`config.mk`:
```
export PLATFORM = sky130hd
export DESIGN_NAME = mtr_drv
export DESIGN_NICKNAME = d
export VERILOG_FILES = /design/src/rtl/mtr_drv.sv
export SDC_FILE = /design/constraint.sdc
export NUM_CORES = 1
export LEC_CHECK = 0
export BUFFER_PORTS_ARGS = -buffer_cell sky130_fd_sc_hd__buf_2
export CORE_MARGIN = 3
export CORE_UTILIZATION = 58
export CTS_CLUSTER_SIZE = 14
export DETAILED_ROUTE_END_ITERATION = 10
export PLACE_DENSITY_LB_ADDON = 0.25
export RECOVER_POWER = 100
export SLEW_MARGIN = 0
export SYNTH_ARGS = -nofsm -noshare
export SYNTH_HDL_FRONTEND = slang
export SYNTH_SLANG_ARGS = --single-unit
export TNS_END_PERCENT = 50
```
`constraint.sdc`:
```
create_clock -name clk -period 2.29 [get_ports clk]
set_clock_uncertainty 0.2 [all_clocks]
set_input_delay 0.458 -clock clk [delete_from_list [all_inputs] [get_ports clk]]
set_output_delay 0.458 -clock clk [all_outputs]
set_load 0.005 [all_outputs]
```
`src/rtl/mtr_drv.sv`:
```
// -----------------------------------------------------------------------------
// mtr_drv
//   Turns the signed left/right wheel speed commands into complementary,
//   non-overlapping PWM pairs for the two H-bridges. A shared 11-bit
//   free-running counter sets a 2048-clock PWM period. Duty values are
//   double-buffered and only change on the period boundary.
//
//   Optional feature (macro MTR_DRV_OVR_I_SHTDWN_EN): synchronizes the
//   over-current flags, ignores them inside a blanking window after PWM1
//   rises, and latches a shutdown after seven consecutive faulted periods.
//   Without the macro the over-current inputs are ignored and ovr_i_shtdwn
//   is tied low.
//
// Parameters
//   NONOVERLAP  dead time (clocks) inserted before each PWM output rises
//   BLANK       clocks after PWM1 rises during which OVR_I_* is ignored
// Ports
//   clk          system clock (50 MHz)
//   rst          synchronous active-high reset
//   lft_spd      signed 12-bit left speed command
//   rght_spd     signed 12-bit right speed command
//   OVR_I_lft    left over-current flag (asynchronous)
//   OVR_I_rght   right over-current flag (asynchronous)
//   PWM1_lft     left forward drive        PWM2_lft   left complementary drive
//   PWM1_rght    right forward drive       PWM2_rght  right complementary drive
//   ovr_i_shtdwn latched over-current shutdown flag
// -----------------------------------------------------------------------------
module mtr_drv #(
  parameter logic [10:0] NONOVERLAP = 11'h020,
  parameter logic [7:0]  BLANK      = 8'd128
) (
  input  logic        clk,
  input  logic        rst,
  input  logic [11:0] lft_spd,
  input  logic [11:0] rght_spd,
  input  logic        OVR_I_lft,
  input  logic        OVR_I_rght,
  output logic        PWM1_lft,
  output logic        PWM2_lft,
  output logic        PWM1_rght,
  output logic        PWM2_rght,
  output logic        ovr_i_shtdwn
);

  localparam logic [10:0] CNT_MAX  = 11'h7FF;
  localparam logic [10:0] DUTY_MID = 11'h400;

  // Clamp a signed 12-bit command to [-1024, 1023] and offset it to 0..2047.
  // The value fits in 11 signed bits exactly when bits 11 and 10 agree.
  function automatic logic [10:0] sat_duty(input logic [11:0] spd);
    logic [10:0] sat;
    if (spd[11] != spd[10]) begin
      sat = spd[11] ? 11'h400 : 11'h3FF;
    end else begin
      sat = spd[10:0];
    end
    return sat + DUTY_MID;
  endfunction

  logic [10:0] cnt_r;
  logic [10:0] duty_lft_r;
  logic [10:0] duty_rght_r;
  logic        shtdwn_s;
  logic        pwm1_lft_s;
  logic        pwm2_lft_s;
  logic        pwm1_rght_s;
  logic        pwm2_rght_s;

  // Free-running period counter, wraps 2047 -> 0.
  always_ff @(posedge clk) begin
    if (rst) begin
      cnt_r <= 11'd0;
    end else begin
      cnt_r <= cnt_r + 11'd1;
    end
  end

  // Duty double buffer: new commands load only on the last clock of a period.
  always_ff @(posedge clk) begin
    if (rst) begin
      duty_lft_r  <= DUTY_MID;
      duty_rght_r <= DUTY_MID;
    end else if (cnt_r == CNT_MAX) begin
      duty_lft_r  <= sat_duty(lft_spd);
      duty_rght_r <= sat_duty(rght_spd);
    end else begin
      duty_lft_r  <= duty_lft_r;
      duty_rght_r <= duty_rght_r;
    end
  end

  // Next PWM levels from the current count. The PWM2 threshold is formed at
  // 12 bits so a duty near full scale pushes it past the period (never high).
  always_comb begin
    pwm1_lft_s  = 1'b0;
    pwm2_lft_s  = 1'b0;
    pwm1_rght_s = 1'b0;
    pwm2_rght_s = 1'b0;
    if (shtdwn_s) begin
      pwm1_lft_s  = 1'b0;
      pwm2_lft_s  = 1'b0;
      pwm1_rght_s = 1'b0;
      pwm2_rght_s = 1'b0;
    end else begin
      pwm1_lft_s  = (cnt_r >= NONOVERLAP) && (cnt_r < duty_lft_r);
      pwm2_lft_s  = ({1'b0, cnt_r} >= ({1'b0, duty_lft_r} + {1'b0, NONOVERLAP}));
      pwm1_rght_s = (cnt_r >= NONOVERLAP) && (cnt_r < duty_rght_r);
      pwm2_rght_s = ({1'b0, cnt_r} >= ({1'b0, duty_rght_r} + {1'b0, NONOVERLAP}));
    end
  end

  // Output registers driving the bridge pins.
  always_ff @(posedge clk) begin
    if (rst) begin
      PWM1_lft  <= 1'b0;
      PWM2_lft  <= 1'b0;
      PWM1_rght <= 1'b0;
      PWM2_rght <= 1'b0;
    end else begin
      PWM1_lft  <= pwm1_lft_s;
      PWM2_lft  <= pwm2_lft_s;
      PWM1_rght <= pwm1_rght_s;
      PWM2_rght <= pwm2_rght_s;
    end
  end

`ifdef MTR_DRV_OVR_I_SHTDWN_EN
  localparam logic [11:0] BLANK_END = {1'b0, NONOVERLAP} + {4'b0000, BLANK};

  // Step a consecutive-fault counter at the period boundary; holds at 7.
  function automatic logic [2:0] fault_step(input logic [2:0] cnt, input logic hit);
    logic [2:0] nxt;
    if (!hit) begin
      nxt = 3'd0;
    end else if (cnt == 3'd7) begin
      nxt = 3'd7;
    end else begin
      nxt = cnt + 3'd1;
    end
    return nxt;
  endfunction

  logic [1:0] sync_lft_r;
  logic [1:0] sync_rght_r;
  logic       seen_lft_r;
  logic       seen_rght_r;
  logic [2:0] fcnt_lft_r;
  logic [2:0] fcnt_rght_r;
  logic       shtdwn_r;
  logic       qual_lft_s;
  logic       qual_rght_s;

  // Two-flop synchronizers for the asynchronous over-current flags.
  always_ff @(posedge clk) begin
    if (rst) begin
      sync_lft_r  <= 2'b00;
      sync_rght_r <= 2'b00;
    end else begin
      sync_lft_r  <= {sync_lft_r[0], OVR_I_lft};
      sync_rght_r <= {sync_rght_r[0], OVR_I_rght};
    end
  end

  // A fault only counts while the forward drive is on and past blanking.
  always_comb begin
    qual_lft_s  = sync_lft_r[1] && PWM1_lft && ({1'b0, cnt_r} >= BLANK_END);
    qual_rght_s = sync_rght_r[1] && PWM1_rght && ({1'b0, cnt_r} >= BLANK_END);
  end

  // Per-period fault memory and consecutive-period counters.
  always_ff @(posedge clk) begin
    if (rst) begin
      seen_lft_r  <= 1'b0;
      seen_rght_r <= 1'b0;
      fcnt_lft_r  <= 3'd0;
      fcnt_rght_r <= 3'd0;
    end else if (cnt_r == CNT_MAX) begin
      seen_lft_r  <= 1'b0;
      seen_rght_r <= 1'b0;
      fcnt_lft_r  <= fault_step(fcnt_lft_r, seen_lft_r || qual_lft_s);
      fcnt_rght_r <= fault_step(fcnt_rght_r, seen_rght_r || qual_rght_s);
    end else begin
      seen_lft_r  <= seen_lft_r || qual_lft_s;
      seen_rght_r <= seen_rght_r || qual_rght_s;
      fcnt_lft_r  <= fcnt_lft_r;
      fcnt_rght_r <= fcnt_rght_r;
    end
  end

  // Sticky shutdown: either side reaching seven faulted periods kills both.
  always_ff @(posedge clk) begin
    if (rst) begin
      shtdwn_r <= 1'b0;
    end else if ((fcnt_lft_r == 3'd7) || (fcnt_rght_r == 3'd7)) begin
      shtdwn_r <= 1'b1;
    end else begin
      shtdwn_r <= shtdwn_r;
    end
  end

  assign shtdwn_s     = shtdwn_r;
  assign ovr_i_shtdwn = shtdwn_r;
`else
  // Over-current inputs are not used in this build.
  logic unused_ovr;
  assign unused_ovr   = OVR_I_lft ^ OVR_I_rght;
  assign shtdwn_s     = 1'b0;
  assign ovr_i_shtdwn = 1'b0;
`endif

endmodule

```
======== Yosys cells after proc, flatten, opt, wreduce, memory -nomap -nowiden ========
Index checks and enable logic that the tools add are counted.
storage, ports and cells
  register bits after elaboration ......... 37
  output and inout port bits .............. 5
operators by class
  reduce and logical (&&, ||, !) cells .... 2
  eq/ne operators ......................... 3
  mux-type cells .......................... 8
  add/sub/neg operators ................... 5
  magnitude comparators ................... 5
operators by type and width
  operator                number
  $mux 11                 8
  $add 11x6->12 const B   2
  $ge 11x12->1            2
  $add 11x11->11 const B  2
  $lt 11x11->1            2
  $add 11x1->11 const B   1
  $eq 11x11->1 const B    1
  $ge 11x6->1 const B     1
  $logic_and 1x1->1       2
  $ne 1x1->1              2

======== Longest topological paths before layout ========
  depth in word-level cells ............... 5
  depth in mapped cells ................... 8
  depth with buffers taken out ............ 8

======== Least setup slack after synthesis ========
No wires, ideal clock.
  path type ............................... register to register
  start point ............................. register duty_lft_r[7]
  end point ............................... register PWM2_lft
  stages on the path, launching flop included .. 8
  setup time .............................. 74 ps
  clock period less this slack ............ 2046 ps
  setup slack ............................. 244 ps
  buffers on the path ..................... 0
  arrival ................................. 1772 ps
  cells stage by stage .................... dfxtp_1 -> nand3_1 -> or3_1 -> xnor2_1 -> ha_1 -> nand3_1 -> or4_1 -> a31oi_1
between the ends
  word-level cells in the longest chain between the ends .. 2
ends and longest elaborated chain
  element                 RTL line  RTL
  from (decl)             61        logic [10:0] duty_lft_r;
  from (signal assigned)  84        duty_lft_r <= sat_duty(lft_spd);
  from (signal assigned)  87        duty_lft_r <= duty_lft_r;
  $add 11x6->12           106       pwm2_lft_s = ({1'b0, cnt_r} >= ({1'b0, duty_lft_r} + {1'b0, NONOVERLAP}));
  $ge 11x12->1            106
  to (signal assigned)    121       PWM2_lft <= pwm2_lft_s;
  to (decl)               39        output logic PWM2_lft,
Every way passes these cells.
A chain may end at the register's enable or synchronous reset.

======== Worst setup path after layout ========
  start point ............................. register duty_lft_r[5]
  end point ............................... register PWM2_lft
Same word-level chain as after synthesis.

==> results.md <==
* Status: finished clean
* Fill count at 345
* Layout cells sized above 1 at 0.223
* GR Util met2 at 0.362
* Layout net count at 407
* Number of synthesized flops with an enable pin at 0
* Reg clk slew, reported paths at 80 ps
* Die area at 5250 µm²
* Initial Utilization at 0.618
* RePlAce Congestion at 0.841
* Setup violations, final at 0
* Synth Flop Type: dfxtp_1
* Reg2Reg Depth at 7
* Antenna Violating Nets Remaining at 0
* Wirelength per Cell at 14.0 µm
* GRT Resource Usage Total at 0.218
* Largest net degree at the start of global routing at 15
* Synth top area cells: dfxtp_1 (29%), ha_1 (21%), mux2_2 (7.0%), nor2_1 (6.2%), a21oi_1 (6.1%)
* Clock latency on the worst-skew pair at 290 ps
* Synth Area in XOR/XNOR at 0.0547
* Leak Pwr at 1.29 nW
* DRC at 0
* Clock Tree Root: clkbuf_8
* Area grow syn2layout at 14.5%
* Startpoint types: flip-flop
* CORE AREA at 4140 µm²
* CTS tree: done
* Chip width at 72.5 µm
* Post-synthesis compound-gate area fraction at 0.132
* Crit Path Category: reg -> reg
* Distinct cells, synth at 39
* Initial DRC count at 121
* DRT Wirelength at 5410 µm
* Synthesized flop and latch total at 37
* Crit Path Max Fanout at 4
* Mapped Cells at 298
* Ys async rst share at 0
* Post-Synth Simple-Gate Area at 0.168
* Net count after synthesis at 368
* Initial antenna violation count at 0
* Yosys top cell by area: dfxtp_1
* First-pass DRT Iterations at 4
* Grt total ovfl at 0
* Fmax at 451 MHz
* Max-slew headroom at 0.591
* Max-cap violations at 0
* Mux cell area share after synthesis at 0.0869
* Critical path data required time at 2300 ps
* Via count at 2,166
* Post-Synth Adder-Cell Area at 0.205
* Placed Area at 2800 µm²
* Most common cell after layout, fill and taps aside: ha_1
* Worst Hold Path Cells at 1
* Gr busiest metal: met2
* Clock sinks at 37
* Number of CTS-inserted buffers at 5
* Peak supply drop at 0.000388 V
* Share of the synthesized area in the top cell type at 0.289
* Vias in the first global route at 2,037
* Grt met1 use at 0.290
* Die Height at 72.5 µm
* Buffers on Ports at 29
* Hold Fails Final Rpt at 0
* Post-synthesis sequential area ratio at 0.289
* PnR worst setup slack at 73.6 ps
* Post-CTS Hold Fix Bufs at 0
* Unrepaired setup endpoints after global routing: true
* H-tree depth at 2
* # diodes at 0
* Fin crit share at 0.968
* Rows at 23
* Crit end category: flip-flop
* Max Root-Sink Buffers at 2
* Met3 Resource Use GR at 0.0416
* Post-detail-place hpwl at 4090 µm
* Worst-Margin Slew at 614 ps
* Vias per cell at 5.60
* I/O pin cnt at 33
* Synthesis Warnings at 0
* Max Slew Vio Count at 0
* HP Class: reg -> reg
* Final instance area at 2930 µm²
* Syn_area_per_cell at 8.60 µm²
* PD cells at 428 nW/µm²
* Area of the mapped netlist at 2560 µm²
* Dpl ws at 51.7 ps
* Most frequent cells in the layout: ha_1 (42), nor2_1 (41), dfxtp_1 (31), a21oi_1 (31)
* Largest family of logic cells by synthesized area: adder cells
* Crit path time final at 2220 ps
* Crit path DAT at 2230 ps
* First-pass GRT wire length at 9070 µm
* Cells after DPL at 379
* Finished Layout Cells at 387
## cells in the mapped netlist (3+ instances only)
cell type  instances
a211oi_1           3
dfxtp_1           37
ha_1              42
nand2_1            8
a21o_1             6
nand2b_1           3
inv_1             29
o21ai_0            7
xnor2_1           11
nand3_1            9
nor3_1             9
a21oi_1           31
xor2_1             5
nand4_1            5
clkbuf_1           6
nor2_1            42
mux2_2            16
## routing by layer
metal | vias up | wire length [µm]
li1 | 1114 | -
met1 | 998 | 2540
met2 | 48 | 2590
met3 | 6 | 234
met4 | 0 | 47
met5 | - | 0
## path summary, 6_finish.rpt
check                             start                   to  slack (ps)
max reg2reg  duty_lft_r[5]$_SDFFE_PP0N_  PWM2_lft$_SDFF_PP0_          70
min                 cnt_r[0]$_SDFF_PP0_  cnt_r[0]$_SDFF_PP0_         300
min reg2reg         cnt_r[0]$_SDFF_PP0_  cnt_r[0]$_SDFF_PP0_         300
max          duty_lft_r[5]$_SDFFE_PP0N_  PWM2_lft$_SDFF_PP0_          70
## through the flow
step | hold WS, ps | TNS (ps) | util | total power (W)
after floorplan | 237 | 0 | - | 0.000750
after global placement | 263 | 0 | 0.676 | 0.000802
after detailed placement | 283 | 0 | 0.676 | 0.000806
after CTS | 299 | 0 | 0.697 | 0.00127
after global routing | 332 | -35.6 | 0.708 | 0.00132
final | 295 | 0 | 0.708 | 0.00126
## final cells by class
type,count,area (µm²),area share
multi-input cells,223,1700,0.579
flip-flops and latches,37,753,0.257
well taps,50,62.6,0.0213
clock buffers,7,86.3,0.0294
inverters,29,109,0.0371
repair buffers,41,225,0.0768
## cells by family (layout without fill, tap and decap cells)
group,count (synthesis),after routing
other,1,1
AND/OR/NAND/NOR,88,88
adder cells (fa/ha/maj),42,42
flip-flops,37,37
multiplexers,20,20
XOR/XNOR,16,16
AO/OA/AOI/OAI,56,56
buffers and inverters,38,77
## sequential cells by signal, summed over array words and instances (netlist names)
| register | cells |
|---|---|
| duty_rght_r | 11 |
| PWM1_lft | 1 |
| PWM2_rght | 1 |
| duty_lft_r | 11 |
| PWM1_rght | 1 |
| PWM2_lft | 1 |
| cnt_r | 11 |
## worst max-delay path: stages, from the launching register on
cell	delay, ps
dfxtp_4	360
ha_1	220
xnor2_1	130
ha_1	290
and4b_1	180
o21ai_0	90
or4_1	480
a31oi_1	200
## what timing repair did
item,CTS,global route
buffers inserted,0,1
resized for setup,0,19
setup endpoints to repair,0,2
## power by group
group / total, W / internal [W] / switching (W) / leakage [nW]
sequential: 0.000650 / 0.000645 / 0.00000468 / 0.302
clock: 0.000466 / 0.000239 / 0.000227 / 0.0443
combinational: 0.000141 / 0.0000647 / 0.0000766 / 0.940
total: 0.00126 / 0.000949 / 0.000308 / 1.29
Note: power is estimated with default switching activity, not from simulation.
